===== config.mk =====
export PLATFORM = sky130hd
export DESIGN_NAME = mem_arbiter
export DESIGN_NICKNAME = d
export VERILOG_FILES = /design/src/rtl/mem_arbiter.sv
export SDC_FILE = /design/constraint.sdc
export NUM_CORES = 1
export LEC_CHECK = 0
export CAP_MARGIN = 30
export CORE_AREA = 3 3 115 117
export CTS_BUF_LIST = sky130_fd_sc_hd__clkbuf_16
export CTS_CLUSTER_DIAMETER = 120
export DETAILED_ROUTE_END_ITERATION = 16
export DIE_AREA = 0 0 118 120
export MAX_ROUTING_LAYER = met4
export PLACE_DENSITY_LB_ADDON = 0.05
export SLEW_MARGIN = 20
export SYNTH_ARGS = -nofsm -noshare
export SYNTH_HDL_FRONTEND = slang
export SYNTH_SLANG_ARGS = --single-unit
export TNS_END_PERCENT = 5

===== constraint.sdc =====
create_clock -name clk -period 4.2 [get_ports clk]
set_input_delay 0.63 -clock clk [delete_from_list [all_inputs] [get_ports clk]]
set_output_delay 0.63 -clock clk [all_outputs]
set_load 0.005 [all_outputs]

===== src/rtl/mem_arbiter.sv =====
// Single-port memory arbiter: fetch, data and debug requesters share one
// synchronous memory through a fixed-latency IDLE/ISSUE/WAIT/RESP sequence.
module mem_arbiter #(
  parameter int ADDR_W       = 32,
  parameter int DATA_W       = 32,
  parameter int WAIT_CYCLES  = 1,
  parameter int STARVE_LIMIT = 4
) (
  input  logic              clk,
  input  logic              reset,
  input  logic              f_req,
  input  logic              d_req,
  input  logic              g_req,
  input  logic              f_we,
  input  logic              d_we,
  input  logic              g_we,
  input  logic [ADDR_W-1:0] f_addr,
  input  logic [ADDR_W-1:0] d_addr,
  input  logic [ADDR_W-1:0] g_addr,
  input  logic [DATA_W-1:0] d_wdata,
  input  logic [DATA_W-1:0] g_wdata,
  output logic              f_ack,
  output logic              d_ack,
  output logic              g_ack,
  output logic [DATA_W-1:0] rdata,
  output logic [1:0]        gnt,
  output logic              busy,
  output logic              mem_en,
  output logic              mem_we,
  output logic [ADDR_W-1:0] mem_addr,
  output logic [DATA_W-1:0] mem_wdata,
  input  logic [DATA_W-1:0] mem_rdata
);

  localparam int SW = $clog2(STARVE_LIMIT + 1);
  localparam int WW = (WAIT_CYCLES > 1) ? $clog2(WAIT_CYCLES) : 1;

  typedef enum logic [1:0] {S_IDLE, S_ISSUE, S_WAIT, S_RESP} state_t;
  typedef enum logic [1:0] {G_NONE = 2'd0, G_FETCH = 2'd1, G_DATA = 2'd2, G_DEBUG = 2'd3} own_t;

  state_t        state, state_n;
  own_t          gnt_q, win;
  logic          we_q;
  logic [SW-1:0] starve_cnt;
  logic [WW-1:0] wait_cnt;

  // A saturated starvation count overrides the normal debug > data > fetch order.
  always_comb begin
    win = G_NONE;
    if (f_req && starve_cnt == SW'(STARVE_LIMIT)) win = G_FETCH;
    else if (g_req)                               win = G_DEBUG;
    else if (d_req)                               win = G_DATA;
    else if (f_req)                               win = G_FETCH;
  end

  always_ff @(posedge clk or negedge reset) begin
    if (!reset) state <= S_IDLE;
    else        state <= state_n;
  end

  always_comb begin
    state_n = state;
    case (state)
      S_IDLE:  if (win != G_NONE) state_n = S_ISSUE;
      S_ISSUE: state_n = (WAIT_CYCLES == 1) ? S_RESP : S_WAIT;
      S_WAIT:  if (wait_cnt <= WW'(1)) state_n = S_RESP;
      S_RESP:  state_n = S_IDLE;
      default: state_n = S_IDLE;
    endcase
  end

  always_ff @(posedge clk or negedge reset) begin
    if (!reset) begin
      gnt_q      <= G_NONE;
      we_q       <= 1'b0;
      mem_addr   <= '0;
      mem_wdata  <= '0;
      starve_cnt <= '0;
      wait_cnt   <= '0;
    end else begin
      case (state)
        S_IDLE: begin
          if (win != G_NONE) begin
            gnt_q    <= win;
            wait_cnt <= WW'(WAIT_CYCLES - 1);
            case (win)
              G_FETCH: begin
                mem_addr <= f_addr;
                we_q     <= f_we;
              end
              G_DATA: begin
                mem_addr  <= d_addr;
                we_q      <= d_we;
                mem_wdata <= d_wdata;
              end
              default: begin
                mem_addr  <= g_addr;
                we_q      <= g_we;
                mem_wdata <= g_wdata;
              end
            endcase
            if (win == G_FETCH)
              starve_cnt <= '0;
            else if (f_req && starve_cnt != SW'(STARVE_LIMIT))
              starve_cnt <= starve_cnt + SW'(1);
            else if (!f_req)
              starve_cnt <= '0;
          end
        end
        S_WAIT: if (wait_cnt != '0) wait_cnt <= wait_cnt - WW'(1);
        S_RESP: gnt_q <= G_NONE;
        default: ;
      endcase
    end
  end

  always_comb begin
    busy   = (state != S_IDLE);
    mem_en = (state == S_ISSUE);
    mem_we = mem_en & we_q;
    gnt    = gnt_q;
    f_ack  = (state == S_RESP) && (gnt_q == G_FETCH);
    d_ack  = (state == S_RESP) && (gnt_q == G_DATA);
    g_ack  = (state == S_RESP) && (gnt_q == G_DEBUG);
    rdata  = (f_ack | d_ack | g_ack) ? mem_rdata : '0;
  end

endmodule


==> flow_summary.yaml, run 1 <==
placed_design:
  portBuffers: 303
  gp_congestion: 0.755
  dp_hpwl_um: 11200
setup_path:
  worstPathRequired_ps: 3570
  worstPathMaxFanout: 32
  crit_path_end_kind: "output pin"
  cp.arrival_ps: 2440
  worstSetupPathType: "reg -> out"
  start_kind: "register"
die:
  coreArea_um2: 12500
  fp.dieW_um: 118
  start_util: 0.324
  dieHeight_um: 120
  row_count: 41
  dieArea_um2: 14200
  io-pin-count: 304
yosys:
  synth_enable_flop_cells: 0
  ys_async_sr_fraction: 1.00
  synth_area_leaders: "dfrtp_1 45%, mux2i_1 7.9%, a221oi_1 7.2%, o21ai_0 6.4%, a21oi_2 6.1%"
  syn_inst: 422
  ys_ff_latch: 72
  yosys.area.top_type: "dfrtp_1"
  synth_top_area_share: 0.446
  synth-main-ff-cell: "dfrtp_1"
  yosysWarnings: 0
  synth_cell_types: 33
  yosysSeqAreaShare: 0.446
  syn_area_um2: 4040
  yosys-top-cells-count: "72 x dfrtp_1, 52 x o21ai_0, 38 x nand2_1"
  syn_nets: 631
  yosysMostFrequentCell: "dfrtp_1"
  syn_avg_cell_area_um2: 9.58
clocking:
  cts.sinks: 72
  post_cts_buffers: 0
  htree_levels: 3
  ctsHoldBuffers: 0
  cts_tree: "built"
  cts_buffers: 9
  clk_latency_ps: 320
  root_buffer: "clkbuf_16"
  ctsLongestPathBuffers: 2
  path_clk_slew_ps: 60
  post_cts_resized: 0
timing:
  rsz0062_at_grt: "false"
  hold_viol: 0
  tns_ps: 0
  drv_slew: 0
  skew_ps: 5.73
  relSlewSlack: 0.517
  period_needed_ps: 3070
  worst_pin_slew_ps: 725
  finalSetupViolCount: 0
  whs_ps: 286
  fin_crit_sh: 0.731
  max_freq_ghz: 0.326
power_and_ir_drop:
  ir_drop_uv: 218
  p_leak_nw: 2.98
  powerDensity_nw_per_um2: 552
layout:
  area_delta_synth_final_pct: 85.9
  final_layout_size_suffix_gt1_frac: 0.0758
  nets: 917
  antenna_cells: 0
run:
  maxCapViolCount: 0
drt:
  dr.first_iter.drc_count: 208
  wl_per_cell_um: 16.4
  wl_um: 14500
  drt_pass1_iterations: 4
  route.detailed.drc: 0
  final_antenna_net_count: 0
  vias: 4237
  vias_per_cell: 4.79
status:
  run_status: "complete, no violations"
global_routing:
  grt_pass1_vias: 4370
  grt_overflow: 0
  antenna_found_initial: 0
  grt_pass1_wl_um: 23100
  grt_max_degree: 73
  gr-usage-all-layers: 0.209
hold_path:
  hp-class: "in -> async"
[metal layers]
metal  vias up  wire length [µm]  GRT usage
li1       2071                 -          -
met1      1966              5850      0.252
met2       194              7180      0.343
met3         6              1330     0.0730
met4         0               121     0.0440
met5         -                 0          -
[worst max-delay path, cell delays in order, from the launching register on]
cell	delay, ps
dfrtp_1	410
ha_1	310
o21a_1	640
and2_1	220
clkdlybuf4s50_1	540
[sequential cells by signal (all words and copies together), names as in the netlist]
| register | cells |
|---|---|
| gnt | 2 |
| mem_addr | 32 |
| mem_wdata | 32 |
| starve_cnt | 3 |
| state | 2 |
| we_q | 1 |
[through the flow]
| step | utilization | power (mW) | instance area (µm²) | setup slack [ps] | cells |
|---|---|---|---|---|---|
| floorplan | - | 2.16 | 4040 | 2000 | 422 |
| global placement | 0.575 | 3.30 | 7170 | 972 | 868 |
| detailed placement | 0.575 | 3.35 | 7170 | 856 | 868 |
| CTS | 0.601 | 4.21 | 7490 | 1100 | 883 |
| global route | 0.603 | 4.47 | 7510 | 912 | 884 |
| finish | 0.603 | 4.15 | 7510 | 1130 | 884 |
[logic make-up after synthesis]
kind of cell,count (synthesis),share of synthesized area
buf+inv,45,0.0632
simple gates,116,0.138
flops,72,0.446
compound gates,148,0.246
fa+ha+maj,9,0.0279
mux,32,0.0793
[cell type report]
cell class                      instances  area, µm²
Tap cell                              172        215
Timing Repair Buffer                  312       3140
Fill cell                            1122       4950
Inverter                                8       30.0
Clock inverter                          6        101
Sequential cell                        72       1800
Clock buffer                            9        225
Multi-Input combinational cell        305       2000
[worst paths after layout]
path                               startpoint  slack, ps  depth (start not counted)             to
worst max-delay path                 state[0]       1130                          4      rdata[19]
worst min-delay path                    reset        290                          1  mem_wdata[26]
worst max register to register  starve_cnt[0]       1240                         11   mem_addr[12]
worst min register to register   mem_addr[24]        480                          2   mem_addr[24]
max in group asynchronous               reset       3340                          2   mem_addr[24]
min in group clk                 mem_addr[24]        480                          2   mem_addr[24]
[where the power goes]
part | switching, mW | total, mW | internal [mW]
clock | 0.267 | 0.837 | 0.570
combinational | 0.886 | 2.09 | 1.21
sequential | 0.188 | 1.22 | 1.03
[placed cells by master (no fill, tap or decap)]
cell type / count
clkdlybuf4s50_1: 302
nand2_1: 38
o21ai_0: 52
nor2b_1: 1
bufinv_16: 3
nor2_1: 34
clkinv_1: 1
a21bo_1: 1
ha_1: 8
a32o_1: 1
clkbuf_16: 9
buf_12: 3
o21a_1: 1
and3b_1: 1
dfrtp_1: 72
or3_1: 1
buf_4: 7
a21oi_2: 28
inv_1: 10
ha_4: 1
and2_1: 33
a31oi_1: 2
nand2b_1: 1
a21oi_1: 9
a221oi_1: 33
a31o_1: 1
a21bo_2: 1
nand4_1: 1
and3_1: 1
nor3b_1: 2
nand3_1: 1
nor2b_2: 1
mux2i_1: 32
o21ai_1: 19
nor3b_4: 1
Power figures use the tool's default switching activity.
==> run 2, diff against run 1 <==
- CORE_AREA: 3 3 115 117 -> 3 3 117 119
- DIE_AREA: 0 0 118 120 -> 0 0 120 122
- clock period: 4.2 -> 3 ns (I/O delays scaled with it)
==> flow_summary.yaml, run 2 (synthesized netlist as in run 1, its figures left out) <==
run:
  maxCapViolCount: 0
setup_path:
  r2r_slack_ps: 350
  worstPathRequired_ps: 3190
  start_kind: "register"
  cp.arrival_ps: 2840
  reg2reg_from: "starve_cnt[0]"
  crit_chain: "inv_1 > ha_1 > a21bo_2 > a21oi_1 > inv_1 > ha_1 > buf_12 > a221oi_1 > o21ai_1"
  reg2reg_depth: 9
  max_stage_delay_ps: 510
  r2r_end: "we_q"
  worstSetupPathType: "reg -> reg"
  crit_path_end_kind: "register"
  slowest_stage: "ha_1"
  worstPathMaxFanout: 24
timing:
  max_freq_ghz: 0.378
  relSlewSlack: 0.530
  drv_slew: 0
  period_needed_ps: 2650
  fin_crit_sh: 0.882
  hold_viol: 0
  layout_setup_ws_ps: 354
  rsz0062_at_grt: "false"
  skew_ps: 6.13
  tns_ps: 0
  finalSetupViolCount: 0
  whs_ps: 71.2
  worst_pin_slew_ps: 703
layout:
  instances_no_fill: 891
  nets: 923
  fin_util: 0.597
  final_common_cell: "clkdlybuf4s50_1"
  final_cell_mix: "302 x clkdlybuf4s50_1, 72 x dfrtp_1, 52 x o21ai_0"
  final_layout_size_suffix_gt1_frac: 0.0876
  fillers: 1144
  reg_top3: "mem_addr: 32 flops, mem_wdata: 32 flops, starve_cnt: 3 flops"
  antenna_cells: 0
  area_delta_synth_final_pct: 87.1
die:
  dieHeight_um: 122
  start_util: 0.319
  fp.dieW_um: 120
  io-pin-count: 304
  coreArea_um2: 12700
  dieArea_um2: 14600
  row_count: 41
global_routing:
  antenna_found_initial: 0
  grt_pass1_vias: 4486
  grt_pass1_wl_um: 22900
  gr-usage-all-layers: 0.205
  grt_overflow: 0
  grt_max_degree: 73
clocking:
  root_buffer: "clkbuf_16"
  htree_levels: 3
  post_cts_resized: 0
  ctsLongestPathBuffers: 2
  cts.sinks: 72
  post_cts_buffers: 0
  clk_latency_ps: 330
  cts_tree: "built"
  path_clk_slew_ps: 60
  ctsHoldBuffers: 0
  cts_buffers: 9
drt:
  drt_pass1_iterations: 5
  wl_um: 15000
  vias: 4241
  route.detailed.drc: 0
  final_antenna_net_count: 0
  dr.first_iter.drc_count: 190
  vias_per_cell: 4.76
  wl_per_cell_um: 16.8
placed_design:
  portBuffers: 303
  gp_congestion: 0.835
  dp_hpwl_um: 11800
  place_ws_ps: 181
  place_inst: 874
power_and_ir_drop:
  ir_drop_uv: 405
  powerDensity_nw_per_um2: 769
  p_leak_nw: 3.01
status:
  run_status: "complete, no violations"
hold_path:
  hp-class: "in -> async"
run 2: worst max path at each step:
stage / endpoint / startpoint / slack [ps] / depth (start not counted)
global route: rdata[18] / state[0] / 210 / 5
floorplan: mem_addr[18] / starve_cnt[0] / 800 / 11
detailed placement: mem_addr[5] / d_req / 180 / 9
CTS: rdata[18] / state[0] / 310 / 5
global placement: mem_addr[10] / f_req / 240 / 7
finish: we_q / starve_cnt[0] / 350 / 9
run 2: per-stage QoR:
step | instance area, µm² | total power, mW
5_1_grt | 7560 | 6.25
4_1_cts | 7540 | 5.89
6_report | 7560 | 5.82
2_1_floorplan | 4040 | 3.02
3_5_place_dp | 7230 | 4.75
3_3_place_gp | 7220 | 4.65
run 2: power by group:
part	switching (mW)	total, mW	internal, mW
combinational	1.26	2.98	1.72
clock	0.401	1.12	0.722
sequential	0.271	1.72	1.44
total	1.93	5.82	3.89
run 2: routing by layer:
| layer | wire, µm | track usage | vias to the layer above | share of wire |
|---|---|---|---|---|
| met4 | 194 | 0.0523 | 0 | 0.013 |
| li1 | - | - | 2084 | - |
| met2 | 7730 | 0.357 | 190 | 0.52 |
| met5 | 0 | - | - | 0 |
| met3 | 1410 | 0.0687 | 12 | 0.094 |
| met1 | 5630 | 0.226 | 1955 | 0.38 |
run 2: final cells by class:
cell class	instances	area, µm²	share of cell area
Clock inverter	7	87.6	0.0116
Sequential cell	72	1800	0.238
Timing Repair Buffer	318	3190	0.422
Multi-Input combinational cell	305	2010	0.266
Inverter	8	30.0	0.00397
Tap cell	172	215	0.0285
Clock buffer	9	225	0.0298
run 2: worst max-delay path, delay by kind of cell, from the launching register on:
family	cells	cell delay (ps)
adders and majority gates	2	800
AOI/OAI and AO/OA	4	920
DFF	1	380
buffers and inverters	3	400
==> run 3, diff against run 2 <==
- CORE_AREA: 3 3 117 119 -> 2 2 119 121
- DIE_AREA: 0 0 120 122 -> 0 0 121 123
- HOLD_SLACK_MARGIN: not set -> 0.15
==> flow_summary.yaml, run 3 (synthesized netlist as in run 1, its figures left out) <==
status:
  run_status: "complete, no violations"
timing:
  period_needed_ps: 2660
  worst_pin_slew_ps: 920
  fin_crit_sh: 0.886
  drv_slew: 0
  rsz0062_at_grt: "false"
  max_freq_ghz: 0.376
  relSlewSlack: 0.384
  finalSetupViolCount: 0
  skew_ps: 5.25
  hold_viol: 0
hold_path:
  hp-class: "reg -> reg"
  hp-start: "mem_addr[22]"
placed_design:
  gp_congestion: 0.806
  portBuffers: 303
  dp_hpwl_um: 11800
  placed_area_um2: 7220
  place_inst: 881
clocking:
  cts_tree: "built"
  cts_buffers: 9
  cts.sinks: 72
  root_buffer: "clkbuf_16"
  clk_latency_ps: 330
  post_cts_buffers: 0
  htree_levels: 3
  ctsLongestPathBuffers: 2
  path_clk_slew_ps: 50
die:
  dieArea_um2: 14900
  fp.dieW_um: 121
  dieHeight_um: 123
  start_util: 0.297
  coreArea_um2: 13600
  row_count: 43
  io-pin-count: 304
layout:
  final_common_cell: "clkdlybuf4s50_1"
  reg_top3: "mem_addr: 32 flops, mem_wdata: 32 flops, starve_cnt: 3 flops"
  area_delta_synth_final_pct: 88.0
  antenna_cells: 0
  final_layout_size_suffix_gt1_frac: 0.0890
  nets: 923
  fin_util: 0.558
  final_area_um2: 7600
  instances_no_fill: 899
  final_cell_mix: "302 x clkdlybuf4s50_1, 72 x dfrtp_1, 52 x o21ai_0"
power_and_ir_drop:
  p_leak_nw: 3.01
  ir_drop_uv: 283
  power_mw: 5.90
  powerDensity_nw_per_um2: 777
setup_path:
  cp.arrival_ps: 2890
  start_kind: "register"
  worstSetupPathType: "reg -> reg"
  crit_path_end_kind: "register"
  reg2reg_from: "starve_cnt[0]"
  worstPathRequired_ps: 3240
  startpoint: "starve_cnt[0]"
  worstPathMaxFanout: 25
drt:
  wl_per_cell_um: 16.7
  drt_pass1_iterations: 4
  vias: 4283
  route.detailed.drc: 0
  final_antenna_net_count: 0
  dr.first_iter.drc_count: 189
  wl_um: 15000
  vias_per_cell: 4.76
global_routing:
  grt_pass1_vias: 4452
  grt_max_degree: 73
  gr-usage-all-layers: 0.204
  grt_pass1_wl_um: 22600
  grt_overflow: 0
  antenna_found_initial: 0
run:
  maxCapViolCount: 0
run 3: cell count changes in the layout (fill, tap and decap cells not counted), sizes merged:
cell and change:
bufinv +1, clkinv -1, clkinvlp +1, dlygate4sd3 +1, buf -1, inv -1
run 3: worst max-delay path, cell delays in order (launching register included):
cell and delay [ps]:
dfrtp_1 390, inv_1 90, ha_1 260, a21bo_2 160, a21oi_1 100, ha_1 240, nor2b_2 720, buf_4 310
o21ai_0 100, o21ai_0 190
run 3: report_power, final:
group | switching (mW) | total (mW) | internal, mW
sequential | 0.278 | 1.72 | 1.44
clock | 0.405 | 1.21 | 0.806
combinational | 1.26 | 2.97 | 1.71
run 3: layout make-up:
| type | count | area, µm² |
|---|---|---|
| multi-input cells | 305 | 2010 |
| flip-flops and latches | 72 | 1800 |
| clock buffers | 9 | 225 |
| clock inverters | 7 | 111 |
| fillers | 1195 | 6020 |
| inverters | 8 | 33.8 |
| repair buffers | 318 | 3190 |
| well taps | 180 | 225 |
run 3: routing by layer:
metal,track usage,vias to the layer above,share of wire
met2,0.366,190,0.52
li1,-,2085,-
met5,-,-,0
met3,0.0627,20,0.083
met1,0.214,1988,0.38
met4,0.0669,0,0.019
run 3: final timing paths:
path / to / slack [ps] / cells past startpoint
worst min register to register: mem_addr[22] / 480 / 2
min in group asynchronous: mem_wdata[15] / 540 / 2
worst min-delay path: mem_addr[22] / 480 / 2
worst max register to register: mem_addr[23] / 340 / 9
max in group asynchronous: state[0] / 1900 / 3
worst max-delay path: mem_addr[23] / 340 / 9
run 3: per-stage QoR:
step	setup slack, ps	TNS, ps	hold WS [ps]
after CTS	210	0	301
after global routing	99.3	0	514
after detailed placement	-12.5	-12.5	473
after global placement	159	0	461
final	343	0	478
after floorplan	797	0	154
run 3: timing repair:
item,CTS,global route
resized for setup,0,1
hold buffers,0,1
endpoints found under the setup margin,0,1
hold endpoints to repair,0,17
